===== config.mk =====
export PLATFORM = sky130hd
export DESIGN_NAME = i2c_slave_responder
export DESIGN_NICKNAME = d
export VERILOG_FILES = /design/src/rtl/i2c_slave_responder.sv
export SDC_FILE = /design/constraint.sdc
export NUM_CORES = 1
export LEC_CHECK = 0
export ABC_CLOCK_PERIOD_IN_PS = 1800
export CAP_MARGIN = 5
export CORE_ASPECT_RATIO = 1.25
export CORE_MARGIN = 2
export CORE_UTILIZATION = 57
export CTS_CLUSTER_DIAMETER = 150
export DETAILED_ROUTE_END_ITERATION = 10
export DONT_BUFFER_PORTS = 1
export HOLD_SLACK_MARGIN = 0.08
export PLACE_DENSITY = 0.77
export SYNTH_ARGS = -nofsm -noshare
export SYNTH_HDL_FRONTEND = slang
export SYNTH_SLANG_ARGS = --single-unit

===== constraint.sdc =====
create_clock -name clk -period 1.8 [get_ports clk]
set_input_delay 0.45 -clock clk [delete_from_list [all_inputs] [get_ports clk]]
set_output_delay 0.45 -clock clk [all_outputs]
set_load 0.005 [all_outputs]

===== src/rtl/i2c_slave_responder.sv =====
// i2c_slave_responder: I2C target with 7-bit address match and pointer-based register bank access.
// Optional I2C_SLV_GLITCH_FILT_EN adds a 3-tap majority filter on SCL/SDA after the synchronizer.
module i2c_slave_responder #(
    parameter logic [6:0] SLAVE_ADDR = 7'h50,
    parameter int         AW         = 8
) (
    input  logic          clk,
    input  logic          rst_n,
    input  logic          scl_i,
    input  logic          sda_i,
    output logic          sda_oe,
    output logic [AW-1:0] reg_addr,
    output logic [7:0]    reg_wdata,
    output logic          reg_we,
    input  logic [7:0]    reg_rdata,
    output logic          busy
);
    typedef enum logic [2:0] {IDLE, ADDR, ADDR_ACK, PTR, WR_BYTE, WR_ACK, RD_BYTE, RD_ACK} state_t;

    state_t        state, state_n;
    logic [1:0]    scl_sync, sda_sync;
    logic          scl_q, sda_q, scl_p, sda_p;
    logic          scl_rise, scl_fall, start, stop;
    logic [2:0]    bit_cnt, bit_cnt_n;
    logic [7:0]    shifter, shifter_n, byte_in;
    logic          rw, rw_n, ph, ph_n, data_ack, data_ack_n;
    logic          sda_oe_n, reg_we_n, busy_n;
    logic [AW-1:0] reg_addr_n, ptr_inc;
    logic [7:0]    reg_wdata_n;

    always_ff @(posedge clk or negedge rst_n) begin
        if (!rst_n) begin
            scl_sync <= 2'b11;
            sda_sync <= 2'b11;
            scl_p    <= 1'b1;
            sda_p    <= 1'b1;
        end else begin
            scl_sync <= {scl_sync[0], scl_i};
            sda_sync <= {sda_sync[0], sda_i};
            scl_p    <= scl_q;
            sda_p    <= sda_q;
        end
    end

`ifdef I2C_SLV_GLITCH_FILT_EN
    logic [2:0] scl_t, sda_t;

    always_ff @(posedge clk or negedge rst_n) begin
        if (!rst_n) begin
            scl_t <= 3'b111;
            sda_t <= 3'b111;
        end else begin
            scl_t <= {scl_t[1:0], scl_sync[1]};
            sda_t <= {sda_t[1:0], sda_sync[1]};
        end
    end

    // a single-clk pulse only ever occupies one tap, so the vote never flips
    assign scl_q = (scl_t[0] & scl_t[1]) | (scl_t[0] & scl_t[2]) | (scl_t[1] & scl_t[2]);
    assign sda_q = (sda_t[0] & sda_t[1]) | (sda_t[0] & sda_t[2]) | (sda_t[1] & sda_t[2]);
`else
    assign scl_q = scl_sync[1];
    assign sda_q = sda_sync[1];
`endif

    assign scl_rise = scl_q & ~scl_p;
    assign scl_fall = ~scl_q & scl_p;
    assign start    = scl_q & scl_p & sda_p & ~sda_q;
    assign stop     = scl_q & scl_p & ~sda_p & sda_q;
    assign byte_in  = {shifter[6:0], sda_q};
    assign ptr_inc  = reg_addr + AW'(1);

    always_ff @(posedge clk or negedge rst_n) begin
        if (!rst_n) begin
            state     <= IDLE;
            bit_cnt   <= 3'd0;
            shifter   <= 8'h00;
            rw        <= 1'b0;
            ph        <= 1'b0;
            data_ack  <= 1'b0;
            sda_oe    <= 1'b0;
            reg_addr  <= '0;
            reg_wdata <= 8'h00;
            reg_we    <= 1'b0;
            busy      <= 1'b0;
        end else begin
            state     <= state_n;
            bit_cnt   <= bit_cnt_n;
            shifter   <= shifter_n;
            rw        <= rw_n;
            ph        <= ph_n;
            data_ack  <= data_ack_n;
            sda_oe    <= sda_oe_n;
            reg_addr  <= reg_addr_n;
            reg_wdata <= reg_wdata_n;
            reg_we    <= reg_we_n;
            busy      <= busy_n;
        end
    end

    // ph: in ACK states, 0 = waiting to drive ACK, 1 = ACK on the bus;
    // in RD_BYTE, 1 = reload from reg_rdata on the next scl_fall;
    // in RD_ACK, 0 = still driving bit 0, 1 = released and awaiting master bit.
    always_comb begin
        state_n     = state;
        bit_cnt_n   = bit_cnt;
        shifter_n   = shifter;
        rw_n        = rw;
        ph_n        = ph;
        data_ack_n  = data_ack;
        sda_oe_n    = sda_oe;
        reg_addr_n  = reg_addr;
        reg_wdata_n = reg_wdata;
        reg_we_n    = 1'b0;
        busy_n      = busy;
        if (stop) begin
            state_n  = IDLE;
            sda_oe_n = 1'b0;
            busy_n   = 1'b0;
            ph_n     = 1'b0;
        end else if (start) begin
            state_n   = ADDR;
            sda_oe_n  = 1'b0;
            bit_cnt_n = 3'd0;
            ph_n      = 1'b0;
        end else begin
            case (state)
                ADDR, PTR, WR_BYTE: begin
                    if (scl_rise) begin
                        shifter_n = byte_in;
                        bit_cnt_n = bit_cnt + 3'd1;
                        if (bit_cnt == 3'd7) begin
                            ph_n = 1'b0;
                            if (state == ADDR) begin
                                if (byte_in[7:1] == SLAVE_ADDR) begin
                                    state_n = ADDR_ACK;
                                    rw_n    = byte_in[0];
                                    busy_n  = 1'b1;
                                end else begin
                                    state_n = IDLE;
                                    busy_n  = 1'b0;
                                end
                            end else begin
                                state_n    = WR_ACK;
                                data_ack_n = (state == WR_BYTE);
                                if (state == PTR) begin
                                    reg_addr_n = AW'(byte_in);
                                end else begin
                                    reg_wdata_n = byte_in;
                                    reg_we_n    = 1'b1;
                                end
                            end
                        end
                    end
                end
                ADDR_ACK, WR_ACK: begin
                    if (scl_fall) begin
                        sda_oe_n = ~ph;
                        ph_n     = ~ph;
                        if (ph) begin
                            bit_cnt_n = 3'd0;
                            if (state == WR_ACK) begin
                                state_n    = WR_BYTE;
                                reg_addr_n = data_ack ? ptr_inc : reg_addr;
                            end else if (rw) begin
                                state_n   = RD_BYTE;
                                shifter_n = reg_rdata;
                                sda_oe_n  = ~reg_rdata[7];
                            end else begin
                                state_n = PTR;
                            end
                        end
                    end
                end
                RD_BYTE: begin
                    if (scl_fall) begin
                        shifter_n = ph ? reg_rdata : {shifter[6:0], 1'b0};
                        sda_oe_n  = ph ? ~reg_rdata[7] : ~shifter[6];
                        ph_n      = 1'b0;
                    end
                    if (scl_rise) begin
                        bit_cnt_n = bit_cnt + 3'd1;
                        state_n   = (bit_cnt == 3'd7) ? RD_ACK : RD_BYTE;
                    end
                end
                RD_ACK: begin
                    if (scl_fall && !ph) begin
                        sda_oe_n = 1'b0;
                        ph_n     = 1'b1;
                    end else if (scl_rise && ph) begin
                        // pointer advances past every byte read; reload only if the master ACKed
                        reg_addr_n = ptr_inc;
                        bit_cnt_n  = 3'd0;
                        state_n    = sda_q ? IDLE : RD_BYTE;
                        busy_n     = ~sda_q;
                        ph_n       = ~sda_q;
                    end
                end
                default: ;
            endcase
        end
    end
endmodule


==> metrics.yaml, run 1 <==
worstSkewPairLatency_ns: 0.30
mostFrequentLayoutCells: "41 x buf_4, 36 x nand2_1, 32 x dfrtp_1"
max_freq_mhz: 526.2
finalSetupViolCount: 22
cts_tree: "built"
period_share: 1.056
synth_nets: 263
hold_violations: 0
cts_sinks: 41
start_util: 0.5822
synth_top_area_cell: "dfrtp_1"
first_pass_iters: 4
vdd_drop_max_mv: 0.7218
max_stage_delay_ns: 0.57
syn_inst: 248
dpl.hpwl_mm: 4.215
via_count: 2126
pin_count: 31
crit_chain: "buf_6 > nand2b_1 > o21bai_4 > mux4_2 > o41a_1 > nor2_1"
syn_area_per_cell_sq_um: 9.394
cp_num_buf_inv: 1
nets: 307
cts-root-buf: "clkbuf_8"
wire_per_inst_microns: 18.45
wirelength_mm: 6.440
r2r-end: "state[2]"
antenna_found_initial: 0
htreeDepth: 2
ys_seq_elements: 41
fillCellCount: 256
p_per_area_mw_per_mm2: 795.1
endpoint_kind: "flop"
n_antenna_cell: 0
synth_top_area_frac: 0.3759
synth_area_sq_mm: 0.002330
final_cell_area_sq_mm: 0.003075
numPortBuffers: 0
layout-drive-gt1-share: 0.3925
gp_congestion: 0.9170
cp_num_cells: 6
rsz0062_at_grt: "yes"
final_common_cell: "buf_4"
dr.first_iter.drc_count: 108
relSlewSlack: 0.7202
crit_arrival_ns: 2.13
core_sq_mm: 0.004001
start_kind: "flop"
postPlaceCellArea_sq_mm: 0.002669
routed_via_density: 6.092
failed_checks: "negative setup slack"
dieArea_sq_mm: 0.004618
tightest_slew_ns: 0.4189
reg2reg_from: "scl_sync[1]"
crit_family: "flip-flops"
die_h_microns: 75.48
total_power_w: 0.002445
synth_edf_count: 0
grt_pass1_wl_mm: 9.922
synth-main-ff-cell: "dfrtp_1"
ys_types: 53
cts_made_buffers: 5
placementRows: 26
worstPathRequired_ns: 2.03
synth_warnings: 0
worstHoldStart: "sda_i"
cts_buffer_depth: 2
ff2ff_setup_slack_ns: -0.10
critPathSlowestCell: "dfstp_2"
area_growth_pct: 32.01
drc: 0
layout_setup_ws_ns: -0.1004
grt_max_degree: 42
crit_type: "flop to flop"
grt_pass1_vias: 2103
postRouteAntennaNets: 0
multi_input_area_sq_mm: 0.001379
clk_pin_slew_ns: 0.09
track_usage: 0.2945
cap_violations: 0
status: "finished with violations"
fin_crit_ns: 1.900
yosysSeqAreaShare: 0.4436
drv_slew: 0
critPathMaxFanout: 4
die_w_microns: 61.18
synth-async-reset-ratio: 1.000
worst_hold_path_type: "primary input to flop"
endpoint: "state[2]"
grt_overflow: 0
leakage_nw: 1.329
crit_start: "scl_sync[1]"
synth.area.top_cells: "dfrtp_1 38%, dfstp_2 6.8%, nand2_1 6.3%, mux2i_1 5.2%, o21ai_0 5.2%"
clock_skew_ns: 0.006319
seqCellArea_sq_mm: 0.001037
reg2reg_depth: 6
==> worst min path at each step <==
stage / end / slack, ns / cells past startpoint
floorplan: bit_cnt[0] / 0.15 / 0
global placement: reg_wdata[5] / 0.15 / 0
detailed placement: reg_wdata[5] / 0.15 / 0
CTS: sda_sync[0] / 0.13 / 0
global route: sda_sync[0] / 0.12 / 0
finish: sda_sync[0] / 0.13 / 0
==> sequential cells by signal, indices dropped and copies added (netlist names) <==
signal,count
bit_cnt,3
shifter,7
scl_sync,2
busy,1
reg_we,1
sda_oe,1
sda_sync,2
ph,1
reg_wdata,8
sda_p,1
state,3
rw,1
reg_addr,8
scl_p,1
data_ack,1
==> logic make-up (layout without fill, tap and decap cells) <==
logic type	count (synthesis)	count (layout)	share of synthesized area
buffers and inverters	21	66	0.04619
and+or+nand+nor	89	89	0.1923
xor gates and xnor gates	2	2	0.007520
AOI/OAI and AO/OA	70	70	0.1896
muxes	22	22	0.1047
DFF	41	41	0.4436
adders and majority gates	3	3	0.01611
==> cell type report <==
type | instances | area share
clock inverters | 3 | 0.008137
clock buffers | 5 | 0.02238
inverters | 5 | 0.006103
multi-input cells | 186 | 0.4483
well taps | 56 | 0.02278
repair buffers | 53 | 0.1550
flip-flops and latches | 41 | 0.3373
==> through the flow <==
stage               setup TNS (ns)  setup slack (ns)    util  std cells  hold slack [ns]
finish                     -0.4934           -0.1004  0.7686        349           0.1333
global route                -2.650           -0.1610  0.7686        349           0.1220
CTS                        -0.2211          -0.06468  0.7326        347           0.1296
detailed placement          -1.388           -0.1352  0.6670        330           0.1549
global placement            -1.074          -0.09932  0.6670        330           0.1550
floorplan                  -0.2129          -0.06281       -        248           0.1544
==> Yosys cell counts (2+ instances only) <==
library cell	n
dfstp_2	6
nor3_1	4
nand2b_1	9
nor4b_1	2
o21ai_1	2
o21ai_0	24
a211oi_1	2
nor2_1	9
buf_1	3
xor2_1	2
o22ai_1	4
nand3b_1	2
dfrtp_1	35
a22oi_1	2
a22o_1	2
a21oi_1	15
nor3b_1	4
and3_1	3
or3_1	2
buf_2	8
a311oi_1	2
ha_1	3
nand3_1	8
and3b_2	2
nand2_1	39
mux2_2	9
mux2i_1	12
inv_1	4
o221ai_1	2
clkbuf_1	2
nor2b_1	2
buf_6	2
==> timing repair <==
action                     CTS  global route
hold endpoints to repair    41             0
resized for setup           24            35
cloned                       0             1
setup endpoints to repair   30            31
hold buffers                 2             0
pin swaps                   10             6
buffers inserted             7             1
==> power breakdown <==
part / switching [W] / total, W / internal [W]
clock: 0.000351 / 0.000631 / 0.000280
combinational: 0.000345 / 0.000661 / 0.000315
sequential: 0.000123 / 0.00115 / 0.00103
==> routing by layer <==
| layer | part of all wire | vias to the layer above | global-route usage |
|---|---|---|---|
| met3 | 0.045 | 22 | 0.06112 |
| met1 | 0.38 | 1048 | 0.3471 |
| li1 | - | 987 | - |
| met5 | 0 | - | 0 |
| met4 | 0.044 | 0 | 0.1449 |
| met2 | 0.53 | 69 | 0.5035 |
Note: power is estimated with default switching activity, not from simulation.
==> run 2, diff against run 1 <==
Settings changed: CORE_MARGIN 2 to not set.
==> run 2 against run 1 <==
Against the previous run: the run still ends with negative setup slack left; fmax down 2.0%; worst hold slack worse by 0.0011 ns; routed wire length up 2.8%; highest routed layer unchanged.
==> metrics.yaml, run 2 (synthesis results as in run 1) <==
status: "finished with violations"
failed_checks: "negative setup slack"
start_util: 0.6055
cts_made_buffers: 5
max_freq_mhz: 515.7
worstPathRequired_ns: 2.03
finalSetupViolCount: 17
swShare: 0.3391
layout_setup_ws_ns: -0.1390
grt_max_degree: 42
grt_overflow: 0
internal_power_w: 0.001632
start_kind: "flop"
crit_family: "multiplexers"
htreeDepth: 2
endpoint_kind: "flop"
crit_type: "flop to flop"
dieArea_sq_mm: 0.004349
fin_crit_ns: 1.939
crit_arrival_ns: 2.17
dp_cells: 329
reg2reg_from: "scl_sync[1]"
first_pass_iters: 4
drv_slew: 0
post-place-ws_ns: -0.1478
vdd_drop_max_mv: 0.6710
track_usage: 0.3173
cp_num_buf_inv: 2
postPlaceCellArea_sq_mm: 0.002649
nets: 308
leakage_nw: 1.321
combPwrFrac: 0.281
worstSkewPairLatency_ns: 0.30
grt_pass1_wl_mm: 9.977
final_cells: 348
hold_violations: 0
n_antenna_cell: 0
critPathSlowestCell: "mux4_2"
sequentialPowerShare: 0.465
clock_skew_ns: 0.005548
wire_per_inst_microns: 19.02
p_per_area_mw_per_mm2: 809.8
period_share: 1.077
placementRows: 25
fillCellCount: 228
antenna_found_initial: 0
reg_top3: "reg_addr: 8 flops, reg_wdata: 8 flops, shifter: 7 flops"
wirelength_mm: 6.619
cts-root-buf: "clkbuf_8"
via_count: 2190
worstHoldStart: "sda_i"
cts_buffer_depth: 2
worst_hold_path_type: "primary input to flop"
die_h_microns: 73.48
final_common_cell: "buf_4"
final_util: 0.7925
cts_tree: "built"
area_growth_pct: 30.88
dr.first_iter.drc_count: 144
numPortBuffers: 0
core_sq_mm: 0.003847
max_stage_delay_ns: 0.50
layout-drive-gt1-share: 0.4014
clk_pin_slew_ns: 0.09
crit_chain: "buf_6 > buf_6 > nor3b_4 > o21ai_2 > mux4_2 > o41a_1 > nor2_1"
pin_count: 31
final_cell_area_sq_mm: 0.003049
mostFrequentLayoutCells: "41 x buf_4, 32 x nand2_1, 32 x dfrtp_1"
crit_start: "scl_sync[1]"
gp_congestion: 0.9484
cts_sinks: 41
critPathMaxFanout: 6
pwr-share-clk: 0.255
cap_violations: 0
tightest_slew_ns: 0.4072
die_w_microns: 59.18
routed_via_density: 6.293
dpl.hpwl_mm: 4.234
grt_pass1_vias: 2152
postRouteAntennaNets: 0
p_sw_w: 0.0008373
drc: 0
relSlewSlack: 0.7280
crit_top_cell: "buf_6"
rsz0062_at_grt: "yes"
-- run 2: cell types whose count changed in the layout (fill, tap and decap cells not counted), sizes merged --
cell,previous run,this run
buf,52,53
-- run 2: area by class of cell --
type / count / area, sq um / area share
flip-flops and latches: 41 / 1037 / 0.3402
repair buffers: 54 / 470.5 / 0.1543
well taps: 54 / 67.56 / 0.02216
clock buffers: 5 / 68.82 / 0.02257
inverters: 5 / 18.77 / 0.006155
clock inverters: 3 / 21.27 / 0.006976
multi-input cells: 186 / 1365 / 0.4477
-- run 2: final timing paths --
check,cells past startpoint,to,slack (ns)
worst max-delay path,7,state[2],-0.14
worst min-delay path,0,sda_sync[0],0.13
worst max register to register,7,state[2],-0.14
worst min register to register,0,scl_sync[1],0.36
max in group asynchronous,2,sda_sync[1],0.94
min in group asynchronous,2,bit_cnt[1],0.60
-- run 2: power groups by stage --
stage	combinational, W	clock, W	sequential, W
6_report	0.000693	0.000629	0.00115
5_1_grt	0.000747	0.000675	0.00116
4_1_cts	0.000594	0.000633	0.00114
3_5_place_dp	0.000490	0	0.00115
3_3_place_gp	0.000474	0	0.00115
2_1_floorplan	0.000313	0	0.00112
-- run 2: per-layer routing --
layer / GRT usage / share of wire
met1: 0.3565 / 0.38
met2: 0.5256 / 0.52
met3: 0.06514 / 0.049
met4: 0.2302 / 0.050
met5: 0 / 0
-- run 2: repair_timing --
action	CTS	global route
pin swaps	15	11
hold buffers	2	0
hold endpoints to repair	41	0
resized for setup	49	20
endpoints found under the setup margin	30	32
setup buffers	4	4
cloned	1	0
-- run 2: stage by stage --
stage / power [W] / hold slack, ns / TNS, ns
detailed placement: 0.001644 / 0.1553 / -1.601
finish: 0.002469 / 0.1323 / -0.7318
floorplan: 0.001436 / 0.1544 / -0.2129
global route: 0.002578 / 0.1196 / -2.430
global placement: 0.001624 / 0.1555 / -0.9024
CTS: 0.002371 / 0.1290 / -0.8412
